## src/rtl/reg_rename_file_pkg.sv

```systemverilog
// Shared widths for the rename-aware architectural register file.
// The tag width must track the ROB index width so commit tags compare directly.
package reg_rename_file_pkg;
    localparam int REG_NUM = 32;
    localparam int REG_W   = 5;
    localparam int TAG_W   = 5;
    localparam int DATA_W  = 32;

    function automatic logic is_x0(input logic [REG_W-1:0] addr);
        return (addr == '0);
    endfunction
endpackage

```

## src/rtl/reg_rename_file_read_port.sv

```systemverilog
// One operand lookup: x0 forcing, same-cycle commit bypass, else stored state.
// Purely combinational; the top feeds it the stored entry selected by the address.
module regfile_read_port
    import reg_rename_file_pkg::*;
(
    input  logic [REG_W-1:0]  i_addr,
    input  logic [DATA_W-1:0] i_st_val,
    input  logic              i_st_busy,
    input  logic [TAG_W-1:0]  i_st_tag,
    input  logic              i_commit_en,
    input  logic [REG_W-1:0]  i_commit_rd,
    input  logic [TAG_W-1:0]  i_commit_tag,
    input  logic [DATA_W-1:0] i_commit_val,
    output logic [DATA_W-1:0] o_val,
    output logic              o_busy,
    output logic [TAG_W-1:0]  o_tag
);
    logic w_bypass;

    // Only the commit of the exact pending producer may forward its value.
    assign w_bypass = i_st_busy && i_commit_en && (i_commit_rd == i_addr) &&
                      (i_commit_tag == i_st_tag);

    always_comb begin
        o_val  = i_st_val;
        o_busy = i_st_busy;
        o_tag  = i_st_tag;
        if (is_x0(i_addr)) begin
            o_val  = '0;
            o_busy = 1'b0;
            o_tag  = '0;
        end else if (w_bypass) begin
            o_val  = i_commit_val;
            o_busy = 1'b0;
        end
    end
endmodule

```

## src/rtl/reg_rename_file.sv

```systemverilog
// Architectural register file with per-register busy/tag rename state,
// in-order commit release, flush-on-clear, and two bypassing read ports.
module reg_rename_file
    import reg_rename_file_pkg::*;
(
    input  logic              clk_in,
    input  logic              rst_n_in,
    input  logic              rdy_in,
    input  logic              clear_in,
    input  logic              commit_en_in,
    input  logic [TAG_W-1:0]  commit_tag_in,
    input  logic [REG_W-1:0]  commit_rd_in,
    input  logic [DATA_W-1:0] commit_val_in,
    input  logic              rename_en_in,
    input  logic [REG_W-1:0]  rename_rd_in,
    input  logic [TAG_W-1:0]  rename_tag_in,
    input  logic [REG_W-1:0]  rs1_addr_in,
    input  logic [REG_W-1:0]  rs2_addr_in,
    output logic [DATA_W-1:0] rs1_val_out,
    output logic [DATA_W-1:0] rs2_val_out,
    output logic              rs1_busy_out,
    output logic              rs2_busy_out,
    output logic [TAG_W-1:0]  rs1_tag_out,
    output logic [TAG_W-1:0]  rs2_tag_out
);
    logic [DATA_W-1:0]  r_val [REG_NUM];
    logic [TAG_W-1:0]   r_tag [REG_NUM];
    logic [REG_NUM-1:0] r_busy;
    logic [REG_NUM-1:0] w_commit_hit;
    logic [REG_NUM-1:0] w_rename_hit;

    generate
        for (genvar gi = 0; gi < REG_NUM; gi++) begin : g_dec
            if (gi == 0) begin : g_x0
                assign w_commit_hit[gi] = 1'b0;
                assign w_rename_hit[gi] = 1'b0;
            end else begin : g_xn
                assign w_commit_hit[gi] = commit_en_in && (commit_rd_in == REG_W'(gi));
                assign w_rename_hit[gi] = rename_en_in && !clear_in &&
                                          (rename_rd_in == REG_W'(gi));
            end
        end
    endgenerate

    // Entry 0 is only ever reset, so it stays zero and idle forever.
    always_ff @(posedge clk_in or negedge rst_n_in) begin
        if (!rst_n_in) begin
            r_busy <= '0;
            for (int i = 0; i < REG_NUM; i++) begin
                r_val[i] <= '0;
                r_tag[i] <= '0;
            end
        end else if (rdy_in) begin
            for (int i = 1; i < REG_NUM; i++) begin
                if (w_commit_hit[i])
                    r_val[i] <= commit_val_in;
                if (clear_in) begin
                    r_busy[i] <= 1'b0;
                end else if (w_rename_hit[i]) begin
                    r_busy[i] <= 1'b1;
                    r_tag[i]  <= rename_tag_in;
                end else if (w_commit_hit[i] && r_busy[i] && (r_tag[i] == commit_tag_in)) begin
                    r_busy[i] <= 1'b0;
                end
            end
        end
    end

    regfile_read_port u_rs1 (
        .i_addr       (rs1_addr_in),
        .i_st_val     (r_val[rs1_addr_in]),
        .i_st_busy    (r_busy[rs1_addr_in]),
        .i_st_tag     (r_tag[rs1_addr_in]),
        .i_commit_en  (commit_en_in),
        .i_commit_rd  (commit_rd_in),
        .i_commit_tag (commit_tag_in),
        .i_commit_val (commit_val_in),
        .o_val        (rs1_val_out),
        .o_busy       (rs1_busy_out),
        .o_tag        (rs1_tag_out)
    );

    regfile_read_port u_rs2 (
        .i_addr       (rs2_addr_in),
        .i_st_val     (r_val[rs2_addr_in]),
        .i_st_busy    (r_busy[rs2_addr_in]),
        .i_st_tag     (r_tag[rs2_addr_in]),
        .i_commit_en  (commit_en_in),
        .i_commit_rd  (commit_rd_in),
        .i_commit_tag (commit_tag_in),
        .i_commit_val (commit_val_in),
        .o_val        (rs2_val_out),
        .o_busy       (rs2_busy_out),
        .o_tag        (rs2_tag_out)
    );
endmodule

```

## config.mk

```make
export PLATFORM = sky130hd
export DESIGN_NAME = reg_rename_file
export DESIGN_NICKNAME = d
export VERILOG_FILES = /design/src/rtl/reg_rename_file_pkg.sv /design/src/rtl/reg_rename_file_read_port.sv /design/src/rtl/reg_rename_file.sv
export SDC_FILE = /design/constraint.sdc
export NUM_CORES = 2
export LEC_CHECK = 0
export CORE_ASPECT_RATIO = 0.9
export CORE_MARGIN = 5
export CORE_UTILIZATION = 50
export DETAILED_ROUTE_END_ITERATION = 10
export PLACE_DENSITY = 0.73
export SYNTH_ARGS = -nofsm -noshare
export SYNTH_HDL_FRONTEND = slang
export SYNTH_HIERARCHICAL = 1
export SYNTH_SLANG_ARGS = --single-unit
```

## constraint.sdc

```tcl
create_clock -name clk_in -period 6.05 [get_ports clk_in]
set_clock_uncertainty 0.05 [all_clocks]
set_input_delay 1.21 -clock clk_in [delete_from_list [all_inputs] [get_ports clk_in]]
set_output_delay 1.21 -clock clk_in [all_outputs]
set_load 0.01 [all_outputs]
```

# Word level (Yosys, flattened, before mapping)
# Cells that the tools add are included.
[word_totals]
ff_bits = 1178
word_cells = 574
out_inout_bits = 76
input_bits = 68
[classes]
muxes = 119
n_reduce_logical = 258
bitwise = 3
eq_ne = 97
order_cmp = 4
[ops]
columns = ["operator", "count"]
rows = [
  ["32-bit binary-select mux with 5-bit select", 2],
  ["32-bit 2-to-1 mux", 8],
  ["5-bit equality test", 35],
  ["5-bit equality test (second input constant)", 32],
  ["1-bit logical AND", 131],
  ["2-bit AND reduction", 62],
  ["1-bit 2-to-1 mux", 99],
  ["3-bit AND reduction", 31],
  ["3-bit nonzero test", 31],
  ["5-bit by 4-bit equality test with 1-bit output (second input constant)", 16],
  ["5-bit binary-select mux with 5-bit select", 2],
  ["5-bit by 3-bit equality test with 1-bit output (second input constant)", 8],
  ["5-bit 2-to-1 mux", 6],
  ["5-bit by 2-bit equality test with 1-bit output (second input constant)", 4],
  ["6-bit >= comparator (second input constant)", 2],
  ["5-bit by 6-bit less-than comparator with 1-bit output (second input constant)", 2],
  ["5-bit inverter with 6-bit output", 2],
  ["1-bit binary-select mux with 5-bit select", 2],
  ["5-bit by 1-bit equality test with 1-bit output (second input constant)", 2],
  ["5-bit zero test", 2],
  ["1-bit zero test", 1],
  ["1-bit inverter", 1],
]

# Depth between registers and ports, before layout
[depth]
depth_word = 8
depth_mapped = 14
depth_no_buf = 8

# Modules after synthesis
# The synthesis kept the hierarchy.
[by_module_without_submodules]
columns = ["module", "cells_per_inst", "n_inst", "area_per_inst_um2", "seq_area_each_um2"]
rows = [
  ["reg_rename_file", 4589, 1, 65307.6, 29478.3],
  ["regfile_read_port", 130, 2, 803.3, 0.0],
]

# Least setup slack after synthesis
# No wires, ideal clock.
[synth_path]
kind = "input to output"
startpoint = "input rs1_addr_in[0]"
endpoint = "output rs1_val_out[10]"
setup_slack_ns = 0.891
path_buffers = 4
arrival_time_ns = 3.899
required_time_ns = 4.790
path_stages = 12
path_cell_list = "buf_2 > buf_2 > buf_2 > mux4_2 > a22o_1 > o21ai_0 > o31ai_1 > xor2_1 > nor4_2 > nand3_2 > buf_6 > mux2i_1"
[synth_via]
elab_chain_len = 8
word_cells_on_any_way = 17
classes_between = "eq/ne (2); mux (10); bitwise (1); reduce/logical (4)"
[synth_lines]
columns = ["element", "line", "text"]
rows = [
  ["from (decl)", "reg_rename_file.sv:17", "input logic [REG_W-1:0] rs1_addr_in,"],
  ["5-bit inverter with 6-bit output (not written as such)", "reg_rename_file.sv:71, reg_rename_file.sv:73", ""],
  ["5-bit binary-select mux with 5-bit select", "reg_rename_file.sv:73", ".i_st_tag (r_tag[rs1_addr_in]),"],
  ["5-bit 2-to-1 mux (not written as such) (2 in a row)", "reg_rename_file.sv:73", ""],
  ["5-bit equality test", "reg_rename_file_read_port.sv:22", "(i_commit_tag == i_st_tag);"],
  ["1-bit logical AND", "reg_rename_file_read_port.sv:21", "assign w_bypass = i_st_busy && i_commit_en && (i_commit_rd == i_addr) &&"],
  ["32-bit 2-to-1 mux", "reg_rename_file_read_port.sv:32", "end else if (w_bypass) begin"],
  ["32-bit 2-to-1 mux *", "reg_rename_file_read_port.sv:28", "if (is_x0(i_addr)) begin"],
  ["to (decl)", "reg_rename_file.sv:19", "output logic [DATA_W-1:0] rs1_val_out,"],
]
# Every way passes the cells marked *; elsewhere a longest branch is shown, timed or not. The select of a mux whose other input is x is not followed.

# Worst setup path in the final report
[layout_path]
startpoint = "input rs1_addr_in[1]"
endpoint = "output rs1_val_out[17]"
# Same word-level chain as after synthesis.

==> flow_metrics.env <==
export IMPL_grt_max_degree=141
export IMPL_end_kind="primary output"
export IMPL_clock_path_buffers=3
export IMPL_netlist_top_cells_area="dfrtp_1 (44%), mux2_2 (19%), mux4_2 (15%)"
export IMPL_synth_edf_count=0
export IMPL_drt_iter0_drc=5339
export IMPL_synth_commonest_cells="dfrtp_1 (1178), mux2_2 (1156), mux4_2 (456), clkbuf_1 (297), mux2i_1 (254)"
export IMPL_overflow=0
export IMPL_async_reset_ff_share_pct=100
export IMPL_grt_total_usage_pct=30.1
export IMPL_dp_hpwl_um=128000
export IMPL_finalWirelength_um=214000
export IMPL_violations="setup timing"
export IMPL_fillCellCount=10500
export IMPL_min_period_over_period_pct=101
export IMPL_vias=46500
export IMPL_fin_nets=4905
export IMPL_layout_drive_gt1_share_pct=44.7
export IMPL_ys_seq_area_share_pct=44.1
export IMPL_place_ws_ns=-0.214
export IMPL_netlist_area_mm2=0.0669
export IMPL_remaining_drc_errors=0
export IMPL_ys_ff_latch=1178
export IMPL_relSlewSlack_pct=20.3
export IMPL_maxCapViolations=0
export IMPL_syn_area_per_cell_um2=13.8
export IMPL_core_area_mm2=0.133
export IMPL_arrival_ns=4.84
export IMPL_synth_most_common_cell="dfrtp_1"
export IMPL_cp_max_fo=71
export IMPL_hold_viol=0
export IMPL_power_density_mw_per_mm2=290
export IMPL_vias_per_cell=6.96
export IMPL_fmax_mhz=164
export IMPL_fp_dieH_um=357
export IMPL_grt_pass1_vias=47900
export IMPL_cts_sinks=1178
export IMPL_netlist_area_leader_share_pct=44.1
export IMPL_hold_path_class="in -> async"
export IMPL_area_growth_pct=12.3
export IMPL_ys_warn_count=82
export IMPL_antenna_found_initial=8
export IMPL_grt_pass1_wl_um=320000
export IMPL_start_kind="input port"
export IMPL_cts_root_buffer="clkbuf_16"
export IMPL_rows=127
export IMPL_synth_nets=4917
export IMPL_clk_pin_slew_ns=0.06
export IMPL_slowest_delay_ns=0.82
export IMPL_place_congestion=0.936
export IMPL_vdd_drop_max_mv=0.292
export IMPL_hold_buffers=0
export IMPL_yosysTopAreaCell="dfrtp_1"
export IMPL_crit_buf_inv=4
export IMPL_synthCells=4849
export IMPL_ys_flop_type="dfrtp_1"
export IMPL_start_util_pct=50.3
export IMPL_cts_setup_buffers=0
export IMPL_power_mw=21.8
export IMPL_cts_buffers=130
export IMPL_critPathSlowestCell="o31ai_1"
export IMPL_ys_types=45
export IMPL_cts_tree="yes"
export IMPL_cp_cell_sequence="buf_8 -> buf_4 -> buf_12 -> mux4_2 -> nand2_1 -> and3_1 -> o31ai_1 -> nand2_1 -> mux2i_1 -> clkdlybuf4s50_1"
export IMPL_crit_required_ns=4.79
export IMPL_drt_pass1_iter_count=7
export IMPL_crit_top_cell="nand2_1"
export IMPL_fin_crit_ns=6.10
export IMPL_r2r_slack_ns=4.21
export IMPL_status="finished with violations"
export IMPL_path_class="in -> out"
export IMPL_die_w_um=396
export IMPL_wire_per_inst_um=32.1
export IMPL_critical_path_top_delay_family="buffers and inverters"
export IMPL_setup_viol=1
export IMPL_cts_max_level=4
export IMPL_finalWorstSetupSlack_ns=-0.0465
export IMPL_leakage_nw=33.9
export IMPL_drtAntennaViolNets=0
export IMPL_clock_latency_ns=0.78
export IMPL_slew_violations=0
export IMPL_port_buffers=143
export IMPL_tightestPinTransition_ns=1.19
export IMPL_ios=144
export IMPL_die_area_mm2=0.141
-- what timing repair did --
| item | 4_1_cts | 5_1_grt |
|---|---|---|
| endpoints found under the setup margin | 34 | 22 |
| pin swaps | 0 | 1 |
| endpoints found under the hold margin | 0 | 0 |
| resized for setup | 3 | 14 |
| cloned | 0 | 2 |
-- final timing paths --
check,from,endpoint,cells after the start
setup reg to reg,r_tag[20],r_busy[27],4
setup / recovery,rs1_addr_in[1],rs1_val_out[17],10
hold reg to reg,r_val[900],r_val[900],1
min in group clk_in,r_val[900],r_val[900],1
max in group asynchronous,rst_n_in,r_val[260],3
hold / removal,rst_n_in,r_val[634],1
-- sequential cells by signal, indices dropped and copies added (netlist names) --
register / flops
r_tag: 155
r_val: 992
r_busy: 31
-- report_power, final --
part / switching [mW] / total (mW) / internal (mW)
Clock: 3.39 / 8.13 / 4.74
Combinational: 1.77 / 3.98 / 2.21
Sequential: 0.814 / 9.67 / 8.86
-- through the flow --
step / cells / cell area (um2) / hold slack [ns] / util [%] / TNS [ns]
after CTS: 6676 / 75100 / 0.428 / 56.4 / 0
final: 6681 / 75200 / 0.422 / 56.5 / -0.0465
after floorplan: 4849 / 66900 / 0.419 / - / 0
after global routing: 6678 / 75200 / 0.469 / 56.4 / -0.00177
after global placement: 6444 / 70700 / 0.439 / 53.1 / -2.26
after detailed placement: 6444 / 70700 / 0.450 / 53.1 / -3.61
-- layout by cell type (no fill, tap or decap), types with 65 or more instances in the layout --
| cell | count |
|---|---|
| a211oi_1 | 76 |
| a22o_1 | 228 |
| buf_4 | 182 |
| clkbuf_16 | 137 |
| clkdlybuf4s50_1 | 124 |
| dfrtp_1 | 1178 |
| mux2_2 | 1156 |
| mux2_4 | 65 |
| mux2i_1 | 253 |
| mux4_2 | 456 |
| nand2_1 | 226 |
| o21ai_0 | 79 |
| o22ai_1 | 76 |
| o31ai_1 | 76 |
| xnor2_1 | 65 |
| xor2_1 | 110 |
-- layout make-up --
type / instances / area (um2) / share of cell area, %
diodes: 3 / 7.51 / 0.00999
clock buffers: 191 / 3900 / 5.19
clock inverters: 41 / 463 / 0.616
inverters: 2 / 10.0 / 0.0133
multi-input cells: 3160 / 35500 / 47.2
flip-flops and latches: 1178 / 29500 / 39.2
well taps: 1741 / 2180 / 2.90
repair buffers: 365 / 3660 / 4.87
-- routing by layer --
metal  part of all wire (%)  vias to the layer above  GRT usage, %
met5                  0.028                        -         0.135
met4                    4.4                        8          12.4
met3                     11                      582          8.43
met2                     45                     2719          45.1
met1                     40                    24600          41.5
li1                       -                    18500             -
-- cells by family (layout without fill, tap and decap cells) --
kind of cell | after synthesis | count (layout) | share of synthesized area, %
xor+xnor | 175 | 175 | 2.29
other cells | 0 | 3 | 0
buf+inv | 511 | 599 | 3.39
compound gates | 563 | 563 | 6.35
mux | 1933 | 1933 | 40.1
simple gates | 489 | 489 | 3.82
flops | 1178 | 1178 | 44.1
Power figures use the tool's default switching activity.
